<file path="config.mk">
export PLATFORM = sky130hd
export DESIGN_NAME = alu_64bit
export DESIGN_NICKNAME = d
export VERILOG_FILES = /design/src/rtl/alu_64bit.sv
export SDC_FILE = /design/constraint.sdc
export NUM_CORES = 1
export LEC_CHECK = 0
export ABC_CLOCK_PERIOD_IN_PS = 800
export CORE_MARGIN = 2
export CORE_UTILIZATION = 48
export CTS_CLUSTER_SIZE = 14
export DETAILED_ROUTE_END_ITERATION = 10
export GPL_ROUTABILITY_DRIVEN = 1
export PLACE_DENSITY = 0.82
export SLEW_MARGIN = 20
export SYNTH_ARGS = -nofsm -noshare
export SYNTH_HDL_FRONTEND = slang
export SYNTH_SLANG_ARGS = --single-unit
</file>
<file path="constraint.sdc">
create_clock -name clk -period 0.8 [get_ports clk]
set_clock_uncertainty 0.15 [all_clocks]
set_input_delay 0.2 -clock clk [delete_from_list [all_inputs] [get_ports clk]]
set_output_delay 0.2 -clock clk [all_outputs]
set_load 0.02 [all_outputs]
</file>
<file path="src/rtl/alu_64bit.sv">
// alu_64bit: 64-bit NOR/XOR/ADD/SUB ALU built as a ripple chain of bit slices, one output register.
// Optional ALU64_FLAGS_EN adds registered zero and signed-overflow outputs.
module alu_64bit (
    input  logic        clk,
    input  logic        rst_n,
    input  logic [63:0] a,
    input  logic [63:0] b,
    input  logic        cin,
    input  logic [1:0]  op,
    output logic [63:0] s,
    output logic        cout
`ifdef ALU64_FLAGS_EN
    ,
    output logic        zero,
    output logic        ovf
`endif
);

    localparam logic [1:0] OP_NOR = 2'b00;
    localparam logic [1:0] OP_XOR = 2'b01;
    localparam logic [1:0] OP_ADD = 2'b10;
    localparam logic [1:0] OP_SUB = 2'b11;

    logic        arith;
    logic        sub;
    logic [64:0] c;
    logic [63:0] bx;
    logic [63:0] s_d;
    logic        cout_d;
    logic [63:0] s_q;
    logic        cout_q;

    assign arith = op[1];
    assign sub   = (op == OP_SUB);

    // Each loop iteration is one 1-bit slice; carry is gated off for logic ops
    always_comb begin
        c      = '0;
        bx     = '0;
        s_d    = '0;
        c[0]   = arith & cin;
        for (int i = 0; i < 64; i++) begin
            bx[i]   = b[i] ^ sub;
            c[i+1]  = (a[i] & bx[i]) | (a[i] & c[i]) | (bx[i] & c[i]);
            unique case (op)
                OP_NOR: s_d[i] = ~(a[i] | b[i]);
                OP_XOR: s_d[i] = a[i] ^ b[i];
                OP_ADD,
                OP_SUB: s_d[i] = a[i] ^ bx[i] ^ c[i];
            endcase
        end
        cout_d = arith & c[64];
    end

    always_ff @(posedge clk or negedge rst_n) begin
        if (!rst_n) begin
            s_q    <= '0;
            cout_q <= 1'b0;
        end else begin
            s_q    <= s_d;
            cout_q <= cout_d;
        end
    end

    assign s    = s_q;
    assign cout = cout_q;

`ifdef ALU64_FLAGS_EN
    logic zero_d;
    logic ovf_d;
    logic zero_q;
    logic ovf_q;

    assign zero_d = (s_d == 64'h0);
    assign ovf_d  = arith & (c[64] ^ c[63]);

    always_ff @(posedge clk or negedge rst_n) begin
        if (!rst_n) begin
            zero_q <= 1'b0;
            ovf_q  <= 1'b0;
        end else begin
            zero_q <= zero_d;
            ovf_q  <= ovf_d;
        end
    end

    assign zero = zero_q;
    assign ovf  = ovf_q;
`endif

endmodule

</file>
* Yosys cells after proc, flatten, opt, wreduce, memory -nomap -nowiden *
Index checks and enable logic that the tools add are counted.

operators by class
  eq/ne operators = 3
  multiplexer cells = 64
  bitwise operators = 706
  reductions and logical operators = 2

operators by type and width
  operator                                                                count
  1-bit XOR                                                               256
  1-bit AND                                                               194
  1-bit OR                                                                192
  1-bit one-hot mux with 3 select lines                                   64
  1-bit inverter                                                          64
  2-bit equality test (second input constant)                             2
  2-bit by 1-bit equality test with 1-bit output (second input constant)  1
  2-bit logical NOT                                                       1
  2-bit OR reduction                                                      1

word-level totals
  register bits = 65
  input port bits = 133
  output and inout bits = 65
  word-level logic and storage cells = 777

* Logic depth before layout (Yosys ltp) *
Gate-level depths: netlist of run 1.

  depth in word-level cells = 195
  mapped depth = 71
  depth with buffers taken out = 69

* Worst setup path before layout of run 1 *
No wires, ideal clock.

  path type = in2reg
  from = in op[1]
  to = reg s_q[63] (netlist: s[63])
  library setup time = 0.132 ns
  arrival time = 24.899 ns
  data required time = 0.518 ns
  setup slack = -24.381 ns
  cell stages on the path = 71
  cell sequence = buf_4 nand2_4 buf_6 xnor2_1 fa_1 fa_1 inv_1 fa_1 fa_1 fa_1 fa_1 fa_1 fa_1 fa_1 fa_1 fa_1 fa_1 fa_1 [... 35 more ...] fa_1 fa_1 fa_1 fa_1 fa_1 fa_1 fa_1 fa_1 fa_1 fa_1 fa_1 fa_1 fa_1 fa_1 fa_1 fa_1 nand2_1 o21ai_1

on the way
  cells in the longest elaborated chain, start to end = 193
  elaborated cells between the ends (all ways) = 388

ends and longest elaborated chain
  what                                     RTL line  source
  start, declared                          9         input logic [1:0] op,
  2-bit equality test                      34, 45
  1-bit XOR                                43        bx[i] = b[i] ^ sub;
  1-bit AND                                44        c[i+1] = (a[i] & bx[i]) | (a[i] & c[i]) | (bx[i] & c[i]);
  1-bit OR (2 in series)                   44
  1-bit AND                                44
  1-bit OR (2 in series)                   44
  1-bit AND                                44
  1-bit OR (2 in series)                   44
  [... 172 more ...]                       n/a
  1-bit OR (2 in series)                   44
  1-bit AND                                44
  1-bit OR (2 in series)                   44
  1-bit AND                                44
  1-bit OR (2 in series)                   44
  1-bit XOR                                49        OP_SUB: s_d[i] = a[i] ^ bx[i] ^ c[i];
  1-bit one-hot mux with 3 select lines *  45        unique case (op)
  via s_d[63]                              28        logic [63:0] s_d;
  end signal, assigned                     57        s_q <= '0;
  end signal, assigned                     60        s_q <= s_d;
  end, declared                            30        logic [63:0] s_q;

Mark *: on every way through the listed nets, which the timed path passes. The rest lies on a longest branch.

* Worst setup path after layout of run 1 *
Ends and elaborated chain as after synthesis.

==> impl_results.md, run 1 <==
- Status: complete, but fails checks
- Failing checks: negative setup slack
- 1st-iter DRT viols: 247
- Std-Cell Rows: 41
- # IOs: 198
- Post-synthesis register bit count: 65
- Critical Path End Type: flop
- Post-route ant nets: 0
- Clock transition at path regs: 0.05 ns
- Count leader, synth: inv_1
- Worst vdd ir: 0.0008784 V
- Fin area: 0.008971 mm^2
- Crit path max fanout: 3
- EDFF count, synth: 0
- Max Fclk: 43.65 MHz
- Cells after Synth: 606
- Most frequently used flop master after synthesis: dfrtp_1
- Remaining DRCs: 0
- Multi-input logic area: 0.004075 mm^2
- Post-layout util: 71.09%
- CTS Root Cell: clkbuf_16
- NumNets Final: 1065
- Post-synth top area cell: dfrtp_1
- Critical Path Max Stage Delay: 0.43 ns
- Grt total ovfl: 0
- Largest net degree at the start of global routing: 127
- DIE HEIGHT: 117.8 um
- Filler instances: 906
- Syn nets: 867
- Final worst path period share: 2864%
- # port buffers: 197
- Netlist cell types: 18
- Initial antenna violation count: 0
- Die footprint: 0.01388 mm^2
- Syn Area/Cell: 10.26 um^2
- Die X: 117.8 um
- Clock Path Buffers: 2
- Inserted Clock Buffers: 9
- Area post-placement: 0.008414 mm^2
- Number of diodes: 0
- Drt via density: 4.893
- First-pass GRT wire length: 25500 um
- Post-synth ARST share: 100.0%
- Gpl congestion: 0.8898
- Final setup vio count: 130
- Max-slew violation count: 0
- Setup WS post-layout: -22.11 ns
- Tot GR Track Use: 22.94%
- H-tree levels: 3
- HPWL Detailed: 11480 um
- Slew @ Worst Pin: 0.6117 ns
- LEAKAGE: 4.348 nW
- WL per Instance: 16.03 um
- Post-Syn Area: 0.006216 mm^2
- Critical path's slowest cell: fa_1
- First-pass detailed-route iteration total: 4
- Share of layout cells above drive strength 1: 20.79%
- Initial Utilization: 49.26%
- Seq/Total Area, Yosys: 26.17%
- CTS tree: yes
- Ys Warns: 0
- Post-layout min period: 22.91 ns
- Clock sink count: 65
- Final wirelength: 15710 um
- Vias in the first global route: 5382
- Power per Cell Area: 1616 mW/mm^2
- CP startpoint kind: input pin
- Worst path required time: 0.84 ns
- Slew HR: 59.22%
- CP most frequent cell: fa_2
- Synth cell count leaders: inv_1, mux2i_1, dfrtp_1
- Area Growth Syn to Fin: 44.32%
- Placeable Area: 0.01262 mm^2
- Hold Crit Class: input pin to flop
- Worst setup path class: input pin to flop
- FF+latch area: 0.001627 mm^2
- Synth top area share: 26.17%
- Largest cells by area after synthesis: dfrtp_1, fa_1, ha_1, mux2i_1, xnor2_1
- Worst EP arrival: 22.95 ns
- Vias: 4795
- Max_cap viols: 0
- Final Hold Vio Count: 0
- RSZ-0062 raised after global routing: true
## worst paths after layout
path / start / to / depth (start not counted)
min in group asynchronous: rst_n / s[61]$_DFF_PN0_ / 3
hold / removal: op[1] / s[1]$_DFF_PN0_ / 4
max in group asynchronous: rst_n / s[53]$_DFF_PN0_ / 3
setup / recovery: op[1] / s[63]$_DFF_PN0_ / 70
## layout by cell type, fill, tap and decap left out
master / synthesis / final
dlygate4sd2_1: 0 / 1
buf_2: 3 / 1
nand2_8: 0 / 1
clkdlybuf4s50_1: 0 / 125
buf_4: 2 / 10
inv_4: 0 / 1
nand2_2: 0 / 1
clkbuf_1: 6 / 5
fa_1: 64 / 1
ha_1: 64 / 63
xnor2_1: 64 / 62
fa_2: 0 / 63
clkbuf_8: 0 / 1
and2_1: 1 / 1
dfrtp_1: 65 / 65
clkdlybuf4s15_1: 0 / 2
ha_4: 0 / 1
o21ai_1: 58 / 59
buf_12: 1 / 4
buf_8: 5 / 1
inv_1: 129 / 124
mux2i_1: 66 / 66
buf_16: 0 / 2
o21ai_0: 4 / 3
dlygate4sd3_1: 0 / 1
buf_6: 7 / 65
bufbuf_16: 0 / 1
inv_2: 0 / 4
xnor2_2: 0 / 1
clkbuf_16: 0 / 10
nand2_1: 63 / 62
xnor2_4: 0 / 1
## critical path: cells and delay by family
kind	cells	cell delay, ns
adder cells (fa/ha/maj)	64	22.22
XOR/XNOR	1	0.16
buffers and inverters	2	0.14
AND/OR/NAND/NOR	2	0.13
AO/OA/AOI/OAI	1	0.06
## kinds of logic after synthesis
group	synth area share (%)
buffers and inverters	11.61
adder cells (fa/ha/maj)	33.49
multiplexers	10.63
AND/OR/NAND/NOR	4.086
flip-flops	26.17
XOR/XNOR	9.018
AO/OA/AOI/OAI	4.992
## layer usage
metal	GRT usage, %	part of all wire [%]	routed length [um]
met1	27.31	40	6312
met2	40.41	52	8164
met3	5.378	5.6	882
met4	8.283	2.2	351
met5	0	0	0
## repair_timing
action                                  CTS  global route
hold buffers                              1             0
pin swaps                                 1             0
resized for setup                       416             6
endpoints found under the setup margin  130           166
cloned                                    1             1
endpoints found under the hold margin    65             0
buffers inserted                          4             2
## layout make-up
type,instances,area share (%)
multi-input cells,385,45.43
repair buffers,214,25.75
flip-flops and latches,65,18.13
inverters,129,5.425
clock buffers,15,2.873
well taps,172,2.399
## flip-flops by register name, indices dropped and copies added, names as in the netlist
| register | count |
|---|---|
| s | 64 |
| cout | 1 |
## power by group
part | switching, mW | total (mW) | internal (mW)
combinational | 3.21 | 6.66 | 3.45
clock | 1.39 | 3.56 | 2.17
sequential | 0.337 | 4.27 | 3.94
total | 4.94 | 14.5 | 9.56
## through the flow
step                hold slack, ns  power (mW)  TNS (ns)  instances  setup WS, ns
detailed placement         0.02648       10.58   -808.02        956        -22.77
CTS                        0.02883       14.57   -755.77        977        -22.07
finish                      0.1274       14.50   -755.31        980        -22.11
global placement           0.02394       10.32   -797.55        956        -22.50
floorplan                  -0.2456       7.687   -735.42        606        -21.80
global route                0.1309       15.41   -769.78        980        -22.45
No activity file was read; power rests on OpenSTA's default activity.
==> run 2, diff against run 1 <==
--- a/config.mk
+++ b/config.mk
@@ -12,7 +12,7 @@
 export DETAILED_ROUTE_END_ITERATION = 10
 export GPL_ROUTABILITY_DRIVEN = 1
 export PLACE_DENSITY = 0.82
-export SLEW_MARGIN = 20
+export SLEW_MARGIN = 30
 export SYNTH_ARGS = -nofsm -noshare
 export SYNTH_HDL_FRONTEND = slang
 export SYNTH_SLANG_ARGS = --single-unit
==> run 2 against run 1 <==
Sequential power is essentially flat. Sequential cell count is the same. Wire length shrank 0.73%. Clock power grew 3%. Global-route usage shrank 0.16 points. The flow still finishes with violations (negative setup slack).
==> impl_results.md, run 2 (synthesis results as in run 1) <==
- GR met1 Demand/Resource: 27.16%
- Max reg flops: 64
- Placeable Area: 0.01262 mm^2
- Dpl cells: 956
- HPWL Detailed: 11530 um
- M3 GR Usage: 5.087%
- LEAKAGE: 4.340 nW
- Slew @ Worst Pin: 0.6244 ns
- Die X: 117.8 um
- First-pass GRT wire length: 25280 um
- Worst setup path class: input pin to flop
- Drt via density: 4.902
- NumNets Final: 1064
- Die footprint: 0.01388 mm^2
- Largest net degree at the start of global routing: 127
- 1st-iter DRT viols: 236
- Fin area: 0.008935 mm^2
- First-pass detailed-route iteration total: 4
- Worst hold path endpoint: s[1]$_DFF_PN0_
- Status: complete, but fails checks
- WL per Instance: 15.95 um
- # IOs: 198
- Vias in the first global route: 5312
- Initial antenna violation count: 0
- Post-layout min period: 22.85 ns
- CTS Root Cell: clkbuf_16
- Flop pwr share: 29.3%
- CP most frequent cell: fa_2
- Clock Path Buffers: 2
- Max-slew violation count: 0
- Hold Slack: 0.1670 ns
- Critical Path Max Stage Delay: 0.43 ns
- CTS tree: yes
- Sw Share: 34.10%
- Logic pwr share: 45.5%
- Grt total ovfl: 0
- Critical path's slowest cell: fa_1
- # port buffers: 197
- Busiest grt layer: met2
- Area Growth Syn to Fin: 43.74%
- Slew HR: 58.37%
- Max_cap viols: 0
- Non-filler instance count after layout: 978
- Std-Cell Rows: 41
- Remaining DRCs: 0
- DIE HEIGHT: 117.8 um
- Final Hold Vio Count: 0
- Cell Int Power: 9.584 mW
- Clock transition at path regs: 0.06 ns
- H-tree levels: 3
- Final wirelength: 15600 um
- Worst hold path cell count: 4
- Commonest cells after routing, fill and taps aside: inv_1, clkdlybuf4s50_1, mux2i_1
- Initial Utilization: 49.26%
- Final setup vio count: 130
- Worst vdd ir: 0.0008716 V
- Setup WS post-layout: -22.05 ns
- Tot GR Track Use: 22.78%
- Power per Cell Area: 1628 mW/mm^2
- CP startpoint kind: input pin
- Worst EP arrival: 22.90 ns
- Share of layout cells above drive strength 1: 20.97%
- Met2 GRT Util: 40.84%
- Clock sink count: 65
- Vias: 4794
- Clock Power Share: 25.2%
- Number of diodes: 0
- Worst path required time: 0.85 ns
- Failing checks: negative setup slack
- Crit path max fanout: 2
- Sw power: 4.959 mW
- Gpl congestion: 0.8898
- Hold Crit Class: input pin to flop
- Area post-placement: 0.008422 mm^2
- Hold_sp: op[1]
- RSZ-0062 raised after global routing: true
- Max Fclk: 43.75 MHz
- Inserted Clock Buffers: 9
- Final worst path period share: 2857%
- Critical Path End Type: flop
- Final setup TNS: -754.06 ns
- Post-route ant nets: 0
[run 2: how the worst max path moves through the flow]
stage | from | end | slack [ns] | cells after the start
6_report | op[0] | s[63]$_DFF_PN0_ | -22.05 | 70
4_1_cts | op[0] | s[63]$_DFF_PN0_ | -22.03 | 70
3_5_place_dp | b[0] | s[63]$_DFF_PN0_ | -22.73 | 70
5_1_grt | op[1] | s[63]$_DFF_PN0_ | -22.44 | 70
2_1_floorplan | op[1] | s[63]$_DFF_PN0_ | -21.80 | 71
3_3_place_gp | b[0] | s[63]$_DFF_PN0_ | -22.50 | 70
[run 2: layout make-up]
class | count | area [um^2]
multi-input combinational | 385 | 4075
tap | 172 | 215.2
clock buffer | 14 | 264.0
timing repair buffer | 213 | 2267
sequential | 65 | 1627
fill | 917 | 3685
inverter | 129 | 486.7
[run 2: power groups by stage]
| stage | clock, mW | combinational, mW | sequential (mW) |
|---|---|---|---|
| floorplan | 0 | 2.68 | 5.00 |
| global placement | 0 | 6.15 | 4.18 |
| detailed placement | 0 | 6.41 | 4.17 |
| CTS | 3.71 | 6.61 | 4.27 |
| global route | 3.87 | 7.22 | 4.32 |
| finish | 3.66 | 6.62 | 4.27 |
[run 2: repair_timing]
item / in CTS / in global routing
buffers inserted: 4 / 2
resized for setup: 414 / 9
endpoints found under the setup margin: 130 / 164
pin swaps: 1 / 0
hold buffers: 1 / 0
cloned: 0 / 1
endpoints found under the hold margin: 65 / 0
[run 2: metal layers]
| layer | vias to the layer above | part of all wire (%) |
|---|---|---|
| li1 | 2262 | - |
| met1 | 2332 | 40 |
| met2 | 174 | 52 |
| met3 | 26 | 6.0 |
| met4 | 0 | 2.1 |
| met5 | - | 0 |
[run 2: critical path: cells and delay by family]
family	cells	cell delay, ns
AO/OA/AOI/OAI	1	0.06
XOR/XNOR	1	0.15
adder cells (fa/ha/maj)	64	22.19
buffers and inverters	2	0.13
AND/OR/NAND/NOR	2	0.13
[run 2: through the flow]
stage | setup slack [ns] | util (%) | power [mW]
finish | -22.05 | 70.80 | 14.54
global route | -22.44 | 70.80 | 15.42
CTS | -22.03 | 70.20 | 14.60
detailed placement | -22.73 | 66.74 | 10.58
global placement | -22.50 | 66.68 | 10.32
floorplan | -21.80 | - | 7.687
